==> config.mk <==
export PLATFORM = sky130hd
export DESIGN_NAME = pipe_ctrl
export DESIGN_NICKNAME = d
export VERILOG_FILES = /design/src/rtl/pipe_ctrl.sv
export SDC_FILE = /design/constraint.sdc
export NUM_CORES = 1
export LEC_CHECK = 0
export ABC_AREA = 1
export CORE_MARGIN = 1.5
export CORE_UTILIZATION = 30
export DETAILED_ROUTE_END_ITERATION = 12
export GPL_ROUTABILITY_DRIVEN = 1
export HOLD_SLACK_MARGIN = 0.15
export PLACE_DENSITY = 0.62
export SYNTH_ARGS = -nofsm -noshare
export SYNTH_HDL_FRONTEND = slang
export SYNTH_SLANG_ARGS = --single-unit
==> constraint.sdc <==
create_clock -name clk -period 2.6 [get_ports clk]
set_clock_uncertainty 0.15 [all_clocks]
set_input_delay 0.65 -clock clk [delete_from_list [all_inputs] [get_ports clk]]
set_output_delay 0.65 -clock clk [all_outputs]
set_load 0.02 [all_outputs]
==> src/rtl/pipe_ctrl.sv <==
// Pipeline control for the 5-stage MIPS core: load-use bubbles, multi-cycle EX
// stalls with timeout abort, single-cycle flush/redirect, and a stall counter.
module pipe_ctrl #(
  parameter int unsigned REG_ADDR_W = 5,
  parameter int unsigned PC_W       = 32,
  parameter int unsigned STALL_MAX  = 64,
  parameter int unsigned CNT_W      = 16
) (
  input  logic                  clk,
  input  logic                  rst,
  input  logic                  id_reg1_read_i,
  input  logic [REG_ADDR_W-1:0] id_reg1_addr_i,
  input  logic                  id_reg2_read_i,
  input  logic [REG_ADDR_W-1:0] id_reg2_addr_i,
  input  logic                  ex_is_load_i,
  input  logic                  ex_wreg_i,
  input  logic [REG_ADDR_W-1:0] ex_wd_i,
  input  logic                  ex_stallreq_i,
  input  logic                  flush_req_i,
  input  logic [PC_W-1:0]       flush_pc_i,
  output logic [5:0]            stall_o,
  output logic                  flush_o,
  output logic [PC_W-1:0]       new_pc_o,
  output logic [1:0]            state_o,
  output logic                  timeout_o,
  output logic [CNT_W-1:0]      stall_cnt_o
);

  localparam int unsigned TW = $clog2(STALL_MAX + 1);

  typedef enum logic [1:0] {
    RUN      = 2'd0,
    EX_STALL = 2'd1,
    FLUSH    = 2'd2
  } state_t;

  localparam logic [5:0] STALL_EX  = 6'b001111;
  localparam logic [5:0] STALL_HAZ = 6'b000111;

  state_t          r_state;
  logic            r_flush;
  logic [PC_W-1:0] r_new_pc;
  logic            r_timeout;
  logic [CNT_W-1:0] r_stall_cnt;
  logic [TW-1:0]   r_ex_cnt;

  state_t          w_next_state;
  logic [5:0]      w_stall;
  logic [TW-1:0]   w_ex_cnt_nxt;
  logic            w_timeout_set;
  logic            w_latch_pc;
  logic            w_hazard;

  assign w_hazard = ex_is_load_i & ex_wreg_i & (ex_wd_i != '0) &
                    ((id_reg1_read_i & (id_reg1_addr_i == ex_wd_i)) |
                     (id_reg2_read_i & (id_reg2_addr_i == ex_wd_i)));

  always_comb begin
    w_next_state  = r_state;
    w_stall       = '0;
    w_ex_cnt_nxt  = r_ex_cnt;
    w_timeout_set = 1'b0;
    w_latch_pc    = 1'b0;
    case (r_state)
      RUN: begin
        if (flush_req_i) begin
          w_latch_pc   = 1'b1;
          w_next_state = FLUSH;
        end else if (ex_stallreq_i) begin
          w_stall      = STALL_EX;
          w_ex_cnt_nxt = TW'(1);
          w_next_state = EX_STALL;
        end else if (w_hazard) begin
          w_stall = STALL_HAZ;
        end
      end
      EX_STALL: begin
        if (flush_req_i) begin
          w_latch_pc   = 1'b1;
          w_ex_cnt_nxt = '0;
          w_next_state = FLUSH;
        end else if (ex_stallreq_i && (r_ex_cnt < TW'(STALL_MAX))) begin
          w_stall      = STALL_EX;
          w_ex_cnt_nxt = r_ex_cnt + 1'b1;
        end else if (ex_stallreq_i) begin
          w_timeout_set = 1'b1;
          w_next_state  = RUN;
        end else begin
          w_stall      = w_hazard ? STALL_HAZ : 6'b000000;
          w_next_state = RUN;
        end
      end
      FLUSH: begin
        if (flush_req_i) begin
          w_latch_pc   = 1'b1;
          w_next_state = FLUSH;
        end else begin
          w_next_state = RUN;
        end
      end
      default: w_next_state = RUN;
    endcase
  end

  always_ff @(posedge clk or negedge rst) begin
    if (!rst) begin
      r_state     <= RUN;
      r_flush     <= 1'b0;
      r_new_pc    <= '0;
      r_timeout   <= 1'b0;
      r_stall_cnt <= '0;
      r_ex_cnt    <= '0;
    end else begin
      r_state  <= w_next_state;
      // flush_o is high for exactly the cycles spent in FLUSH
      r_flush  <= (w_next_state == FLUSH);
      r_ex_cnt <= w_ex_cnt_nxt;
      if (w_latch_pc)
        r_new_pc <= flush_pc_i;
      if (w_timeout_set)
        r_timeout <= 1'b1;
      if (w_stall[0] && (r_stall_cnt != '1))
        r_stall_cnt <= r_stall_cnt + 1'b1;
    end
  end

  assign stall_o     = rst ? w_stall : 6'b000000;
  assign flush_o     = r_flush;
  assign new_pc_o    = r_new_pc;
  assign state_o     = r_state;
  assign timeout_o   = r_timeout;
  assign stall_cnt_o = r_stall_cnt;

endmodule

# Word level (Yosys, flattened, before mapping)
# Cells that the tools add are included.
dict set report word_totals {
  regBits 59
  inputBits 55
  output_inout_bits 58
  elab_cells 56
}
dict set report classes {
  addsub 2
  magnitude_cmp 1
  eq_ne 9
  muxes 25
  n_bitwise 6
  n_reduce_logical 7
}
# operator n
set ops {}
lappend ops {{7-bit two-way mux} 4}
lappend ops {{6-bit two-way mux} 4}
lappend ops {{16-bit by 1-bit adder with 16-bit output (second input constant)} 1}
lappend ops {{16-bit != test (second input constant)} 1}
lappend ops {{7-bit one-hot mux with 2 select lines} 1}
lappend ops {{6-bit one-hot mux with 2 select lines} 1}
lappend ops {{5-bit == test} 2}
lappend ops {{2-bit two-way mux} 5}
lappend ops {{4-bit two-way mux} 2}
lappend ops {{7-bit by 1-bit adder with 7-bit output (second input constant)} 1}
lappend ops {{7-bit less-than comparator (second input constant)} 1}
lappend ops {{1-bit two-way mux} 6}
lappend ops {{2-bit one-hot mux with 3 select lines} 1}
lappend ops {{1-bit bitwise AND} 5}
lappend ops {{5-bit nonzero test} 1}
lappend ops {{2-bit == test (second input constant)} 2}
lappend ops {{2-bit != test (second input constant)} 2}
lappend ops {{4-bit AND reduction} 1}
lappend ops {{3-bit two-way mux} 1}
lappend ops {{3-bit != test (second input constant)} 1}
lappend ops {{3-bit OR reduction} 1}
lappend ops {{2-bit by 1-bit == test with 1-bit output (second input constant)} 1}
lappend ops {{1-bit logical AND} 2}
lappend ops {{2-bit zero test} 1}
lappend ops {{2 further kinds} 2}

# Longest topological paths before layout
dict set report logic_depth {
  depth_word 10
  depth_mapped 12
  depth_no_buf 11
}

# Worst setup path before layout
# Ideal clock, no wire load.
dict set report synth_timing {
  path_type {input port to output port}
  startpoint {input ex_wd_i[4]}
  endpoint {output stall_o[1]}
  t_arrival_ps 1974
  required_ps 1800
  path_slack_ps -174
  stages 12
  n_path_buf 2
  cell_sequence {inv_1 > nand2_1 > nand2_1 > nor2_1 > nand3_1 > nand2_1 > nand2_1 > nand2_2 > buf_2 > nand2_1 > nor2_1 > buf_4}
}
dict set report synth_via {
  elab_chain_cells 10
  word_cells_on_any_way 16
  cone_classes {2 x eq/ne; 8 x mux; 5 x bitwise; 1 x reduce/logical}
}
# item line
set synth_lines {}
lappend synth_lines {{start: declaration} 17} ;# input logic [REG_ADDR_W-1:0] ex_wd_i,
lappend synth_lines {{5-bit == test, on equally long branches} {55, 56}}
lappend synth_lines {{1-bit bitwise AND, on equally long branches} {55, 56}}
lappend synth_lines {{1-bit OR} 55} ;# ((id_reg1_read_i & (id_reg1_addr_i == ex_wd_i)) |
lappend synth_lines {{1-bit bitwise AND *} 54} ;# assign w_hazard = ex_is_load_i & ex_wreg_i & (ex_wd_i != '0) &
lappend synth_lines {{3-bit two-way mux *} {73, 89}}
lappend synth_lines {{6-bit two-way mux} 85} ;# end else if (ex_stallreq_i) begin
lappend synth_lines {{6-bit two-way mux} 82} ;# end else if (ex_stallreq_i && (r_ex_cnt < TW'(STALL_MAX))) begin
lappend synth_lines {{6-bit two-way mux} 78} ;# if (flush_req_i) begin
lappend synth_lines {{6-bit one-hot mux with 2 select lines *} 64} ;# case (r_state)
lappend synth_lines {{6-bit two-way mux *} 127} ;# assign stall_o = rst ? w_stall : 6'b000000;
lappend synth_lines {{end: declaration} 21} ;# output logic [5:0] stall_o,
# Every way passes the cells marked *; elsewhere a longest branch is shown, timed or not.

# Worst setup path in the final report
dict set report layout_timing {
  startpoint {input id_reg1_addr_i[4]}
  endpoint {output stall_o[2]}
}
dict set report layout_via {
  elab_chain_cells 10
  word_cells_on_any_way 12
  cone_classes {1 x eq/ne; 8 x mux; 3 x bitwise}
}
# item line
set layout_lines {}
lappend layout_lines {{start: declaration} 12} ;# input logic [REG_ADDR_W-1:0] id_reg1_addr_i,
lappend layout_lines {{5-bit == test *} 55}
lappend layout_lines {{1-bit bitwise AND *} 55}
lappend layout_lines {{1-bit OR *} 55}
lappend layout_lines {{1-bit bitwise AND *} 54}
lappend layout_lines {{3-bit two-way mux *} {73, 89}}
lappend layout_lines {{6-bit two-way mux} 85}
lappend layout_lines {{6-bit two-way mux} 82}
lappend layout_lines {{6-bit two-way mux} 78}
lappend layout_lines {{6-bit one-hot mux with 2 select lines *} 64}
lappend layout_lines {{6-bit two-way mux *} 127}
# Marks and branches as above.

==> metrics <==
status finished, final reports clean; syn_area_per_cell 7.56 µm²; CP Max Fanout 3; CTS Sinks 59; worst reg-to-reg setup slack 0.51 ns; via count 2920; delay-heaviest family, CP simple AND/OR/NAND/NOR gates; Reg clk slew, reported paths 0.07 ns; Area growth syn-to-layout 51.8%; Initial Utilization 30.9%; RSZ-0062 raised after global routing no; I/O Pins 113; YS warnings 0; Die Ht 103 µm; Die Area 10600 µm²; Post-Route WL 8040 µm; initial antenna violation count 0; RR Startpoint stall_cnt_o[0]$_DFFE_PN0P_; Max Cap Viol 0; Nets 583; relative slew slack 49.9%; R2R depth 9; mapped cell area 3010 µm²; Via density 4.40; Critical Path RT 1.80 ns; post-synthesis sequential area ratio 49.1%; final setup margin 0.155 ns; clock period minus worst slack 2.44 ns; synthesized flop and latch total 59; Power, Total 2720 µW; First-pass DRT Iterations 6; f_max 0.409 GHz; DRC viols 0; Port Buf Inserts 110; fillers 969; GP Congestion 0.783; crit path kind in -> out; hold_sp timeout_o$_DFFE_PN0P_; CTS tree yes; Core Box Area 9730 µm²; Wirelength per Cell 12.1 µm; Crit Reg-Reg Endpoint stall_cnt_o[15]$_DFFE_PN0P_; Pwr Density 595 nW/µm²; startpoint types input pin; critical path arrival 1.64 ns; Slew Limit Fails 0; Crit. End Element output port; setup TNS 0 ns; critical path's slowest cell nor2_4; remaining global-route overflow 0; Yosys cell types 28; Ant. Diodes 0; crit-path cells clkbuf_2, inv_1, nand2_2, nand2_2, nor2_2, nand3_1, nand2_1, nand2_1, nand2_2, nand2_2, nor2_4, buf_6; Post-Syn Instances 398; crit path buf inv count 3; Iteration-0 DRC Markers 80; global-route wire length before repair 13700 µm; final worst path period share 94.0%; Die W 103 µm; clk root buf clkbuf_8; Skew-Pair Late Insertion Delay 0.34 ns; hold path depth 1; setup violators final 0; DP HPWL 5660 µm; worst hold endpoint timeout_o$_DFFE_PN0P_; All-Layer GR Usage 16.7%; CTS Buf Count 9; Hold Buf Count CTS 0; H-tree levels 3; antenna violation net count after detailed routing 0; Leakage 0.00231 µW; layout cells sized above 1 15.5%; slowest stage delay, CP 0.15 ns; vias in the first global route 3003; largest net degree at the start of global routing 60; Hold Vio Cnt, Final 0; Post-Place Setup Slack -0.792 ns; clock buffer depth 2; Worst Tran Pin Value 0.751 ns; Worst IR Drop VDD 0.268 mV; Rows 36; hold crit path type reg -> reg; most frequent CP cell nand2_2
state kept, by name (all words and copies together), names as in the netlist:
| name | cells |
|---|---|
| stall_cnt_o | 16 |
| r_ex_cnt | 7 |
| state_o | 2 |
| flush_o | 1 |
| new_pc_o | 32 |
| timeout_o | 1 |
cell type report:
cell class / count / area, µm² / share of cell area (%)
multi-input combinational: 291 / 1360 / 29.7
tap: 133 / 166 / 3.64
sequential: 59 / 1480 / 32.3
clock buffer: 11 / 151 / 3.31
timing repair buffer: 130 / 1190 / 26.0
clock inverter: 4 / 97.6 / 2.14
inverter: 35 / 131 / 2.88
cell families (layout without fill, tap and decap cells):
group	after synthesis	count (layout)	share of synthesized area, %
AND/OR/NAND/NOR	257	257	35.8
buffers and inverters	49	180	6.94
other	1	2	0.125
XOR/XNOR	15	15	4.37
AO/OA/AOI/OAI	15	15	2.83
adder cells (fa/ha/maj)	2	2	0.831
flip-flops	59	59	49.1
through the flow:
stage	util [%]	area (µm²)	instances	hold WS (ns)
2_1_floorplan	-	3020	399	0.204
3_3_place_gp	44.3	4310	642	0.306
3_5_place_dp	44.3	4310	642	0.313
4_1_cts	47.2	4590	664	0.329
5_1_grt	47.0	4570	663	0.352
6_report	47.0	4570	663	0.322
report_power, final:
group	total, µW	leakage [µW]	switching (µW)	internal, µW
Clock	1060	0.000122	378	684
Combinational	583	0.00143	304	279
Sequential	1070	0.000755	72.8	999
worst register-to-register path: stages, from the launching register on:
cell     delay (ns)
dfrtp_1        0.47
ha_1           0.31
inv_2          0.07
nor2_4         0.14
nand2_2        0.10
nor3_4         0.16
nand4_4        0.20
buf_4          0.24
nand4_1        0.09
nand2_1        0.06
Yosys cell counts:
master | instances | share of area (%)
inv_1 | 28 | 3.5
nand3_2 | 1 | 0.33
buf_2 | 2 | 0.33
nand4_4 | 1 | 0.71
o31ai_1 | 1 | 0.25
inv_2 | 7 | 0.87
o21ai_0 | 8 | 1.3
a31o_2 | 1 | 0.29
xor2_1 | 7 | 2.0
a21oi_1 | 3 | 0.50
nor2_2 | 1 | 0.21
dfrtp_1 | 59 | 49
nand2_2 | 3 | 0.62
ha_1 | 2 | 0.83
buf_4 | 4 | 1.0
nand3_1 | 12 | 2.0
buf_1 | 1 | 0.12
nor2_4 | 1 | 0.37
xnor2_1 | 8 | 2.3
o22ai_1 | 1 | 0.21
nand4_1 | 18 | 3.7
clkbuf_1 | 6 | 0.75
nor3_4 | 1 | 0.54
nor2_1 | 30 | 3.7
conb_1 | 1 | 0.12
nand2_1 | 189 | 24
a211oi_1 | 1 | 0.25
buf_6 | 1 | 0.37
metal layers:
metal  track usage (%)  share of wire [%]  vias to the layer above
li1                  -                  -                     1487
met1              20.1                 42                     1336
met2              26.1                 47                       89
met3              8.54                9.5                        8
met4              4.99                1.1                        0
met5                 0                  0                        -
layout by cell type (no fill, tap or decap), drive strengths merged:
cell           count
nor3               1
nand3             13
buf               31
nand2            192
o22ai              1
dfrtp             59
a21oi              3
ha                 2
o21ai              8
a31o               1
clkbuf            20
clkdlybuf4s50     84
clkinvlp           1
o31ai              1
nand4             19
conb               2
xnor2              8
dlymetal6s2s       3
bufinv             3
inv               35
nor2              32
xor2               7
dlygate4sd2        3
a211oi             1
timing repair:
item | in CTS | in global routing
resized for setup | 66 | 29
pin swaps | 20 | 17
setup endpoints to repair | 4 | 20
buffers inserted | 7 | 0
cloned | 0 | 0
how the worst max path moves through the flow:
stage / from / end / slack (ns) / cells after the start
2_1_floorplan: ex_wd_i[4] / stall_o[1] / 0.02 / 12
3_3_place_gp: ex_wd_i[4] / stall_o[0] / -0.74 / 12
3_5_place_dp: ex_wd_i[2] / stall_o[2] / -0.79 / 12
4_1_cts: flush_req_i / stall_o[2] / 0.001 / 7
5_1_grt: id_reg1_addr_i[4] / stall_o[0] / 0.005 / 12
6_report: id_reg1_addr_i[4] / stall_o[2] / 0.16 / 12
Note: power is estimated with default switching activity, not from simulation.
